<file path="src/rtl/controlador_soma_serial_if.sv">
`default_nettype none
// +----------------------------------------------------------------------+
// | controlador_soma_serial_if: start/busy/done handshake + operand bus   |
// | Rev 1.0                                                               |
// +----------------------------------------------------------------------+
interface controlador_soma_serial_if #(
  parameter int WIDTH = 8
);
  logic             start;
  logic [WIDTH-1:0] A;
  logic [WIDTH-1:0] B;
  logic             Cin;
  logic             busy;
  logic             done;
  logic [WIDTH-1:0] S;
  logic             Cout;

  modport master (output start, A, B, Cin, input busy, done, S, Cout);
  modport slave  (input start, A, B, Cin, output busy, done, S, Cout);
endinterface
`default_nettype wire

</file>
<file path="src/rtl/controlador_soma_serial.sv">
`default_nettype none
// +----------------------------------------------------------------------+
// | controlador_soma_serial: WIDTH-bit add done 2 bits/clock on one adder |
// | Rev 1.0                                                               |
// +----------------------------------------------------------------------+
module somador2bits (
  input  wire logic [1:0] a,
  input  wire logic [1:0] b,
  input  wire logic       cin,
  output logic      [1:0] s,
  output logic            cout
);
  assign {cout, s} = {1'b0, a} + {1'b0, b} + {2'b00, cin};
endmodule

module controlador_soma_serial #(
  parameter int WIDTH = 8
) (
  input  wire logic                 clk,
  input  wire logic                 rst,
  controlador_soma_serial_if.slave  bus
);
  localparam int c_steps = WIDTH / 2;
  localparam int c_cnt_w = (c_steps > 1) ? $clog2(c_steps) : 1;
  localparam logic [c_cnt_w-1:0] c_last = c_cnt_w'(c_steps - 1);

  typedef enum logic [1:0] {
    ST_IDLE = 2'd0,
    ST_RUN  = 2'd1,
    ST_DONE = 2'd2
  } state_t;

  state_t             r_state;
  state_t             w_state_next;
  logic [WIDTH-1:0]   r_a;
  logic [WIDTH-1:0]   r_b;
  logic               r_carry;
  logic [c_cnt_w-1:0] r_cnt;
  logic [WIDTH-1:0]   r_part;
  logic [WIDTH-1:0]   r_s;
  logic               r_cout;
  logic [1:0]         w_sum;
  logic               w_cout;
  logic [WIDTH-1:0]   w_part_next;
  logic               w_last;
  logic               w_busy;
  logic               w_done;

  somador2bits u_somador (
    .a    (r_a[1:0]),
    .b    (r_b[1:0]),
    .cin  (r_carry),
    .s    (w_sum),
    .cout (w_cout)
  );

  // New sum bits enter at the MSB end so the LSB pair lands at bit 0 after N steps
  generate
    if (WIDTH == 2) begin : g_part_narrow
      assign w_part_next = w_sum;
    end else begin : g_part_wide
      assign w_part_next = {w_sum, r_part[WIDTH-1:2]};
    end
  endgenerate

  assign w_last = (r_cnt == c_last);

  always_ff @(posedge clk or posedge rst) begin
    if (rst) r_state <= ST_IDLE;
    else     r_state <= w_state_next;
  end

  always_comb begin
    w_state_next = r_state;
    w_busy       = 1'b0;
    w_done       = 1'b0;
    case (r_state)
      ST_IDLE: if (bus.start) w_state_next = ST_RUN;
      ST_RUN: begin
        w_busy = 1'b1;
        if (w_last) w_state_next = ST_DONE;
      end
      ST_DONE: begin
        w_done       = 1'b1;
        w_state_next = ST_IDLE;
      end
      default: w_state_next = ST_IDLE;
    endcase
  end

  always_ff @(posedge clk or posedge rst) begin
    if (rst) begin
      r_a     <= '0;
      r_b     <= '0;
      r_carry <= 1'b0;
      r_cnt   <= '0;
      r_part  <= '0;
      r_s     <= '0;
      r_cout  <= 1'b0;
    end else begin
      case (r_state)
        ST_IDLE: begin
          if (bus.start) begin
            r_a     <= bus.A;
            r_b     <= bus.B;
            r_carry <= bus.Cin;
            r_cnt   <= '0;
          end
        end
        ST_RUN: begin
          r_a     <= r_a >> 2;
          r_b     <= r_b >> 2;
          r_carry <= w_cout;
          r_cnt   <= r_cnt + 1'b1;
          r_part  <= w_part_next;
          // Results update only on the final step so S/Cout hold the previous sum during RUN
          if (w_last) begin
            r_s    <= w_part_next;
            r_cout <= w_cout;
          end
        end
        default: ;
      endcase
    end
  end

  assign bus.busy = w_busy;
  assign bus.done = w_done;
  assign bus.S    = r_s;
  assign bus.Cout = r_cout;
endmodule
`default_nettype wire

</file>
<file path="src/flat_wrapper.sv">
// flat-port wrapper written by rule: the top's interface ports become plain ports
module controlador_soma_serial_flat 
#(
  parameter int WIDTH = 8
)
  (clk, rst, bus_start, bus_A, bus_B, bus_Cin, bus_busy, bus_done, bus_S, bus_Cout);
  controlador_soma_serial_if #(.WIDTH(WIDTH)) bus_i ();
  input  wire logic clk;
  input  wire logic rst;
  input wire logic [$bits(bus_i.start)-1:0] bus_start;
  input wire logic [$bits(bus_i.A)-1:0] bus_A;
  input wire logic [$bits(bus_i.B)-1:0] bus_B;
  input wire logic [$bits(bus_i.Cin)-1:0] bus_Cin;
  output wire logic [$bits(bus_i.busy)-1:0] bus_busy;
  output wire logic [$bits(bus_i.done)-1:0] bus_done;
  output wire logic [$bits(bus_i.S)-1:0] bus_S;
  output wire logic [$bits(bus_i.Cout)-1:0] bus_Cout;
  assign bus_i.start = bus_start;
  assign bus_i.A = bus_A;
  assign bus_i.B = bus_B;
  assign bus_i.Cin = bus_Cin;
  assign bus_busy = bus_i.busy;
  assign bus_done = bus_i.done;
  assign bus_S = bus_i.S;
  assign bus_Cout = bus_i.Cout;
  controlador_soma_serial #(.WIDTH(WIDTH)) u_core (.clk(clk), .rst(rst), .bus(bus_i));
endmodule
</file>
<file path="config.mk">
export PLATFORM = sky130hd
export DESIGN_NAME = controlador_soma_serial_flat
export DESIGN_NICKNAME = d
export VERILOG_FILES = /design/src/rtl/controlador_soma_serial_if.sv /design/src/rtl/controlador_soma_serial.sv /design/src/flat_wrapper.sv
export SDC_FILE = /design/constraint.sdc
export NUM_CORES = 1
export LEC_CHECK = 0
export CELL_PAD_IN_SITES_DETAIL_PLACEMENT = 0
export CELL_PAD_IN_SITES_GLOBAL_PLACEMENT = 1
export CORE_MARGIN = 2
export CORE_UTILIZATION = 44
export CTS_BUF_LIST = sky130_fd_sc_hd__clkbuf_4
export CTS_CLUSTER_SIZE = 16
export DETAILED_ROUTE_END_ITERATION = 16
export PLACE_DENSITY = 0.95
export REMOVE_ABC_BUFFERS = 1
export SETUP_SLACK_MARGIN = 0.02
export SKIP_LAST_GASP = 1
export SLEW_MARGIN = 40
export SYNTH_ARGS = -nofsm -noshare
export SYNTH_HDL_FRONTEND = slang
export SYNTH_SLANG_ARGS = --single-unit
export TNS_END_PERCENT = 20
</file>
<file path="constraint.sdc">
create_clock -name clk -period 4.4 [get_ports clk]
set_input_delay 1.1 -clock clk [delete_from_list [all_inputs] [get_ports clk]]
set_output_delay 1.1 -clock clk [all_outputs]
set_load 0.02 [all_outputs]
</file>
==> impl_metrics.json, run 1 <==
{
  "status": "finished, final reports clean",
  "syn_area_um2": 1663,
  "place_ws_ps": 1538,
  "wl_met2_um": 1510,
  "antenna_found_initial": 0,
  "die_area_um2": 4287,
  "top_layer_used": "met4",
  "relSlewSlack_pct": 62.77,
  "start_kind": "flip-flop",
  "cts_resized": 0,
  "ant_nets": 0,
  "portBuffers": 30,
  "initial_core_util_pct": 45.76,
  "post_dp_cell_area_um2": 1964,
  "ys_types": 20,
  "holdWs_ps": 483.8,
  "r2r-start": "u_core.r_b[0]",
  "wl_per_cell_um": 13.11,
  "setup_viol_count_final": 0,
  "arrival_ps": 2130,
  "hp-start": "u_core.r_part[3]",
  "worstMarginPinSlew_ps": 556.7,
  "routed_via_density": 5.216,
  "drtIter0Drc": 54,
  "reg2regPathDepth": 4,
  "vias": 1257,
  "critical-path-max-stage-delay_ps": 640,
  "clockBufferDepth": 2,
  "syn_area_per_cell_um2": 10.14,
  "drive_above_1_share_pct": 8.808,
  "insertion_delay_ps": 330,
  "cts-root-buf": "clkbuf_4",
  "leakage_uw": 0.0009001,
  "cts-buffers-inserted": 5,
  "path_max_fanout": 34,
  "crit_slowest_cell": "clkdlybuf4s50_1",
  "syn_inst": 164,
  "path_cells": "buf_4, nand2b_1, buf_4, inv_1, clkdlybuf4s50_1",
  "yosysSeqAreaShare_pct": 54.18,
  "ir_drop_uv": 254.4,
  "startpoint": "u_core.r_state[0]",
  "areaGrowthSynthToFinish_pct": 20.84,
  "fmax_ghz": 0.3093,
  "grt_pass1_vias": 1233,
  "utilization_pct": 55.30,
  "min_period_over_period_pct": 73.47,
  "end_kind": "output pin",
  "tritoncts": "built",
  "ios": 31,
  "setup_slack_ps": 1167,
  "wl_um": 3160,
  "htreeDepth": 2,
  "ys_seq_elements": 36,
  "hold_violations": 0,
  "overflow": 0,
  "tns_ps": 0,
  "drc": 0,
  "reg2reg_to": "u_core.r_part[7]",
  "gp_congestion": 0.8686,
  "cp_common_cell": "buf_4",
  "num_rows": 22,
  "post-cts-setup-buffers": 0,
  "core_um2": 3633,
  "grt_max_degree": 37,
  "clock_sinks": 36,
  "period_needed_ps": 3233,
  "holdCritPathClass": "reg2reg",
  "design_area_um2": 2009,
  "grtUsageTotal_pct": 16.77,
  "dr.pass1.iters": 4,
  "grt_pass1_wl_um": 5464,
  "layout_common_cells": "nor3_1 (36), dfrtp_1 (36), clkdlybuf4s50_1 (30)",
  "wl_met3_um": 188,
  "drv_slew": 0,
  "ctsHoldBuffers": 0,
  "die_h_um": 65.48,
  "rrSetupSlack_ps": 2790,
  "clk_pin_slew_ps": 100,
  "endpoint": "bus_busy",
  "clock_skew_ps": 11.96,
  "fin_nets": 216,
  "rsz0062_at_grt": "false",
  "die_w_um": 65.48,
  "ys_warn_count": 0,
  "cp.required_ps": 3300,
  "antenna_cells": 0,
  "drv_cap": 0,
  "post-dp-hpwl_um": 2263,
  "crit_type": "reg2out",
  "wl_met1_um": 1445,
  "power.density_nw_per_um2": 700.3
}
-- Yosys cell counts --
library cell | count | share of area (%)
buf_2 | 5 | 1.5
dfrtp_1 | 36 | 54
buf_4 | 3 | 1.4
nand2b_1 | 2 | 0.75
mux2i_1 | 1 | 0.60
mux2_4 | 3 | 2.7
nor3_1 | 36 | 11
a22o_1 | 1 | 0.53
nand2_1 | 23 | 5.2
o21ai_0 | 16 | 4.8
a221oi_2 | 1 | 0.90
o22ai_1 | 12 | 4.5
ha_1 | 1 | 0.75
inv_1 | 10 | 2.3
buf_6 | 3 | 2.0
nor2b_2 | 1 | 0.53
nand3b_4 | 1 | 1.2
mux2_2 | 3 | 2.0
fa_1 | 2 | 2.4
nor2_1 | 4 | 0.90
-- sequential cells by signal (all words and copies together), names as in the netlist --
register / flops
u_core.bus.S: 8
u_core.r_a: 8
u_core.r_b: 8
u_core.r_part: 6
u_core.r_cnt: 2
u_core.r_state: 2
u_core.bus.Cout: 1
u_core.r_carry: 1
-- area by class of cell --
cell class | instances | area (µm²)
clock inverters | 2 | 7.507
well taps | 48 | 60.06
repair buffers | 33 | 322.8
inverters | 10 | 37.54
flip-flops and latches | 36 | 900.9
multi-input cells | 107 | 643.1
clock buffers | 5 | 37.54
fillers | 345 | 1624
-- worst max-delay path, delay by kind of cell (launching register included) --
family / cells / cell delay (ps)
flops: 1 / 340
buf+inv: 4 / 1360
simple gates: 1 / 100
-- per-layer routing --
layer	GRT usage [%]	vias up
li1	-	627
met1	21.60	587
met2	28.57	41
met3	3.596	2
met4	4.688	0
met5	0	-
-- cell families (layout without fill, tap and decap cells) --
logic type | Yosys count | after routing | synth area share (%)
buffers and inverters | 21 | 50 | 7.148
multiplexers | 7 | 7 | 5.342
flip-flops | 36 | 36 | 54.18
AND/OR/NAND/NOR | 67 | 67 | 19.41
AO/OA/AOI/OAI | 30 | 30 | 10.76
adder cells (fa/ha/maj) | 3 | 3 | 3.160
-- power by group --
group,total [µW],internal [µW],leakage (µW),switching [µW]
clock network,155,55.7,0.0000261,99.0
registers,595,487,0.000442,108
logic,657,297,0.000432,360
-- metrics by stage --
step / std cells / total power, µW
after detailed placement: 234 / 1265
after global placement: 234 / 1230
after CTS: 241 / 1421
after global routing: 241 / 1521
after floorplan: 153 / 1021
final: 241 / 1407
-- worst min-delay path by stage --
stage          slack (ps)          endpoint  cells past startpoint
4_1_cts               500  u_core.r_part[3]                      2
5_1_grt               520  u_core.r_part[3]                      2
3_5_place_dp          480  u_core.r_part[3]                      2
6_report              480  u_core.r_part[3]                      2
2_1_floorplan         440  u_core.r_part[3]                      2
3_3_place_gp          460  u_core.r_part[3]                      2
(Power assumes the default switching activity.)
==> run 2: changes to the inputs <==
CORE_UTILIZATION = 41   (was 44)
PLACE_DENSITY = 0.92   (was 0.95)
clock period = 3.4 ns   (was 4.4 ns; I/O delays follow)
==> run 2 against run 1 <==
  * Routed wire length up 3.2%
  * Clock skew up 0.84 ps
  * Clock power up 99%
  * Final cell count up 1.7%
  * Via count up 3.3%
  * Setup slack worse by 510 ps
  * Hold slack better by 0.84 ps
  * Largest power group unchanged
  * First-iteration DRC count up 37%
==> impl_metrics.json, run 2 (synthesized netlist as in run 1, its figures left out) <==
{
  "status": "finished, final reports clean",
  "wl_per_cell_um": 13.31,
  "ctsHoldBuffers": 0,
  "rsz0062_at_grt": "false",
  "fin_nets": 217,
  "relSlewSlack_pct": 61.57,
  "clk_pin_slew_ps": 110,
  "path_max_fanout": 13,
  "cts_resized": 0,
  "worstMarginPinSlew_ps": 574.6,
  "die_w_um": 67.69,
  "cts-buffers-inserted": 5,
  "cp.required_ps": 2550,
  "core_um2": 3943,
  "crit_type": "reg2out",
  "end_kind": "output pin",
  "ant_nets": 0,
  "antenna_found_initial": 0,
  "areaGrowthSynthToFinish_pct": 23.55,
  "clock_skew_ps": 12.81,
  "drtIter0Drc": 74,
  "tns_ps": 0,
  "design_area_um2": 2054,
  "instances_no_fill": 245,
  "portBuffers": 30,
  "routed_via_density": 5.298,
  "post-cts-setup-buffers": 0,
  "drc": 0,
  "p_total_uw": 1928,
  "clock_sinks": 36,
  "whs_path_depth": 2,
  "grt_pass1_wl_um": 5706,
  "setup_viol_count_final": 0,
  "die_h_um": 67.69,
  "vias": 1298,
  "reg2regPathDepth": 4,
  "grt_max_degree": 37,
  "grtUsageTotal_pct": 17.07,
  "gp_congestion": 0.7947,
  "dp_cells": 237,
  "setup_slack_ps": 661.3,
  "ios": 31,
  "htreeDepth": 2,
  "cts-root-buf": "clkbuf_4",
  "grt_pass1_vias": 1213,
  "period_needed_ps": 2739,
  "clockBufferDepth": 2,
  "antenna_cells": 0,
  "power.density_nw_per_um2": 938.4,
  "layout_common_cells": "nor3_1 (36), dfrtp_1 (36), clkdlybuf4s50_1 (30)",
  "ir_drop_uv": 406.4,
  "place_ws_ps": 825.8,
  "dr.pass1.iters": 5,
  "overflow": 0,
  "post_dp_cell_area_um2": 1974,
  "wl_um": 3260,
  "min_period_over_period_pct": 80.55,
  "num_rows": 23,
  "drive_above_1_share_pct": 10.77,
  "drv_cap": 0,
  "start_kind": "flip-flop",
  "tritoncts": "built",
  "post-dp-hpwl_um": 2157,
  "insertion_delay_ps": 350,
  "die_area_um2": 4581,
  "arrival_ps": 1890,
  "fmax_ghz": 0.3651,
  "initial_core_util_pct": 42.18,
  "drv_slew": 0,
  "hold_violations": 0,
  "holdCritPathClass": "reg2reg",
  "leakage_uw": 0.0009249
}
## run 2: changes by cell type in the layout (fill, tap and decap cells not counted)
cell       before  now
buf_4           3    4
bufinv_16       0    1
clkbuf_4        5    6
clkinv_1        2    0
clkinv_2        0    1
## run 2: worst paths after layout
| kind | start | slack, ps | endpoint |
|---|---|---|---|
| worst max register to register | u_core.r_carry | 1800 | u_core.r_carry |
| max in group asynchronous | rst | 2170 | u_core.r_b[5] |
| worst min-delay path | u_core.r_part[3] | 480 | u_core.r_part[3] |
| min in group asynchronous | rst | 890 | u_core.bus.S[0] |
| worst max-delay path | u_core.r_state[1] | 660 | bus_done |
| worst min register to register | u_core.r_part[3] | 480 | u_core.r_part[3] |
## run 2: metal layers
metal  global-route usage (%)  wire length, µm  share of wire, %  vias up
li1                         -                -                 -      629
met1                    22.78             1531                47      627
met2                    26.10             1501                46       34
met3                    4.667              171               5.2        8
met4                    7.143               56               1.7        0
met5                        0                0                 0        -
## run 2: power breakdown
| group | switching (µW) | internal, µW | total (µW) | leakage, µW |
|---|---|---|---|---|
| sequential | 125 | 631 | 755 | 0.000442 |
| clock | 145 | 162 | 308 | 0.0000456 |
| combinational | 476 | 390 | 865 | 0.000437 |
## run 2: cell type report
class / count / area [µm²]
Inverter: 10 / 37.54
Timing Repair Buffer: 34 / 330.3
Clock buffer: 6 / 45.04
Sequential cell: 36 / 900.9
Fill cell: 377 / 1888
Tap cell: 50 / 62.56
Clock inverter: 2 / 35.03
Multi-Input combinational cell: 107 / 643.1
## run 2: critical path: stages (launching register included)
cell and delay (ps):
dfrtp_1 360, buf_4 190, inv_1 210, nor2_1 150
clkdlybuf4s50_1 610
## run 2: metrics by stage
step / hold WS [ps] / utilization, %
2_1_floorplan: 441.8 / -
3_3_place_gp: 457.3 / 50.08
3_5_place_dp: 463.6 / 50.08
4_1_cts: 490.9 / 52.11
5_1_grt: 513.0 / 52.11
6_report: 484.6 / 52.11
==> run 3: changes to the inputs <==
clock period = 2.8 ns   (was 3.4 ns; I/O delays follow)
==> run 3 against run 2 <==
  * Total power up 23%
  * Final area increased by 0.73%
  * Largest power group unchanged
  * Flip-flop and latch count is the same
  * Sequential share of layout area down 0.32 points
  * Setup slack got worse by 310 ps
  * Clock power rose by 21%
  * Non-clock buffer count up 2
  * Register-to-register slack lost 620 ps
  * Global-route usage rose by 1.0 points
  * Count of clock-buffer cells in the layout stayed put
==> impl_metrics.json, run 3 (synthesized netlist as in run 1, its figures left out) <==
{
  "critical-path-max-stage-delay_ps": 650,
  "holdCritPathClass": "reg2reg",
  "end_kind": "output pin",
  "arrival_ps": 1750,
  "status": "finished, final reports clean",
  "routed_via_density": 5.211,
  "clock_skew_ps": 6.728,
  "min_period_over_period_pct": 87.46,
  "antenna_cells": 0,
  "drv_slew": 0,
  "path_cells": "nand2b_1, inv_1, clkdlybuf4s50_1",
  "clockBufferDepth": 2,
  "drv_cap": 0,
  "clk_pin_slew_ps": 110,
  "grt_pass1_vias": 1265,
  "hold_violations": 0,
  "gp_congestion": 0.7913,
  "path_max_fanout": 7,
  "die_h_um": 67.69,
  "grt_max_degree": 37,
  "antenna_found_initial": 0,
  "crit_type": "reg2out",
  "start_kind": "flip-flop",
  "htreeDepth": 2,
  "setup_viol_count_final": 0,
  "drive_above_1_share_pct": 11.68,
  "ctsHoldBuffers": 0,
  "worstMarginPinSlew_ps": 507.0,
  "crit_slowest_cell": "clkdlybuf4s50_1",
  "leakage_uw": 0.0009340,
  "clock_sinks": 36,
  "die_w_um": 67.69,
  "cts_resized": 0,
  "initial_core_util_pct": 42.18,
  "utilization_pct": 52.49,
  "core_um2": 3943,
  "ant_nets": 0,
  "ios": 31,
  "rrSetupSlack_ps": 1180,
  "overflow": 0,
  "tns_ps": 0,
  "fin_nets": 219,
  "die_area_um2": 4581,
  "grtUsageTotal_pct": 18.09,
  "dr.pass1.iters": 5,
  "relSlewSlack_pct": 66.20,
  "wl_per_cell_um": 13.76,
  "cts-root-buf": "clkbuf_4",
  "portBuffers": 30,
  "post-dp-hpwl_um": 2315,
  "cp.required_ps": 2100,
  "ir_drop_uv": 576.3,
  "wl_um": 3399,
  "areaGrowthSynthToFinish_pct": 24.45,
  "post-cts-setup-buffers": 0,
  "insertion_delay_ps": 350,
  "fmax_ghz": 0.4083,
  "tritoncts": "built",
  "drc": 0,
  "cts-buffers-inserted": 5,
  "grt_pass1_wl_um": 6016,
  "vias": 1287,
  "power.density_nw_per_um2": 1145,
  "drtIter0Drc": 105,
  "num_rows": 23,
  "period_needed_ps": 2449,
  "holdWs_ps": 484.3,
  "layout_common_cells": "nor3_1 (36), dfrtp_1 (36), clkdlybuf4s50_1 (30)",
  "rsz0062_at_grt": "false"
}
==> run 3: layout make-up <==
type                    instances  area, µm²
fillers                       367       1873
clock buffers                   6      45.04
flip-flops and latches         36      900.9
inverters                      10      37.54
multi-input cells             107      643.1
well taps                      50      62.56
clock inverters                 2      35.03
repair buffers                 36      345.3
==> run 3: report_power, final <==
group	leakage, µW	internal, µW	total, µW	switching (µW)
Clock	0.0000456	197	373	176
Sequential	0.000442	766	924	158
Combinational	0.000446	483	1070	591
Total	0.000934	1450	2370	924
==> run 3: worst max-delay path: cells and delay by family (launching register included) <==
| kind | cells | cell delay, ps |
|---|---|---|
| flops | 1 | 410 |
| buf+inv | 2 | 830 |
| simple gates | 1 | 160 |
==> run 3: stage by stage <==
| stage | setup WS (ps) | cells | cell area [µm²] | power [µW] |
|---|---|---|---|---|
| 2_1_floorplan | 372.2 | 153 | 1582 | 1604 |
| 3_3_place_gp | 740.9 | 239 | 1989 | 1974 |
| 3_5_place_dp | 715.0 | 239 | 1989 | 2026 |
| 4_1_cts | 318.8 | 247 | 2069 | 2393 |
| 5_1_grt | 201.7 | 247 | 2069 | 2584 |
| 6_report | 351.0 | 247 | 2069 | 2370 |
==> run 3: worst paths after layout <==
kind | startpoint | depth (start not counted) | end
worst max register to register | u_core.r_carry | 4 | u_core.r_carry
worst min-delay path | u_core.r_part[3] | 2 | u_core.r_part[3]
worst max-delay path | u_core.r_state[1] | 3 | bus_busy
worst min register to register | u_core.r_part[3] | 2 | u_core.r_part[3]
min in group asynchronous | rst | 3 | u_core.r_part[4]
max in group asynchronous | rst | 3 | u_core.r_a[7]
==> run 3: metal layers <==
| metal | global-route usage (%) | up-vias | wire [µm] |
|---|---|---|---|
| met1 | 24.44 | 608 | 1593 |
| met3 | 4.833 | 6 | 181 |
| met2 | 27.33 | 40 | 1577 |
| met4 | 7.653 | 0 | 47 |
| met5 | 0 | - | 0 |
| li1 | - | 633 | - |
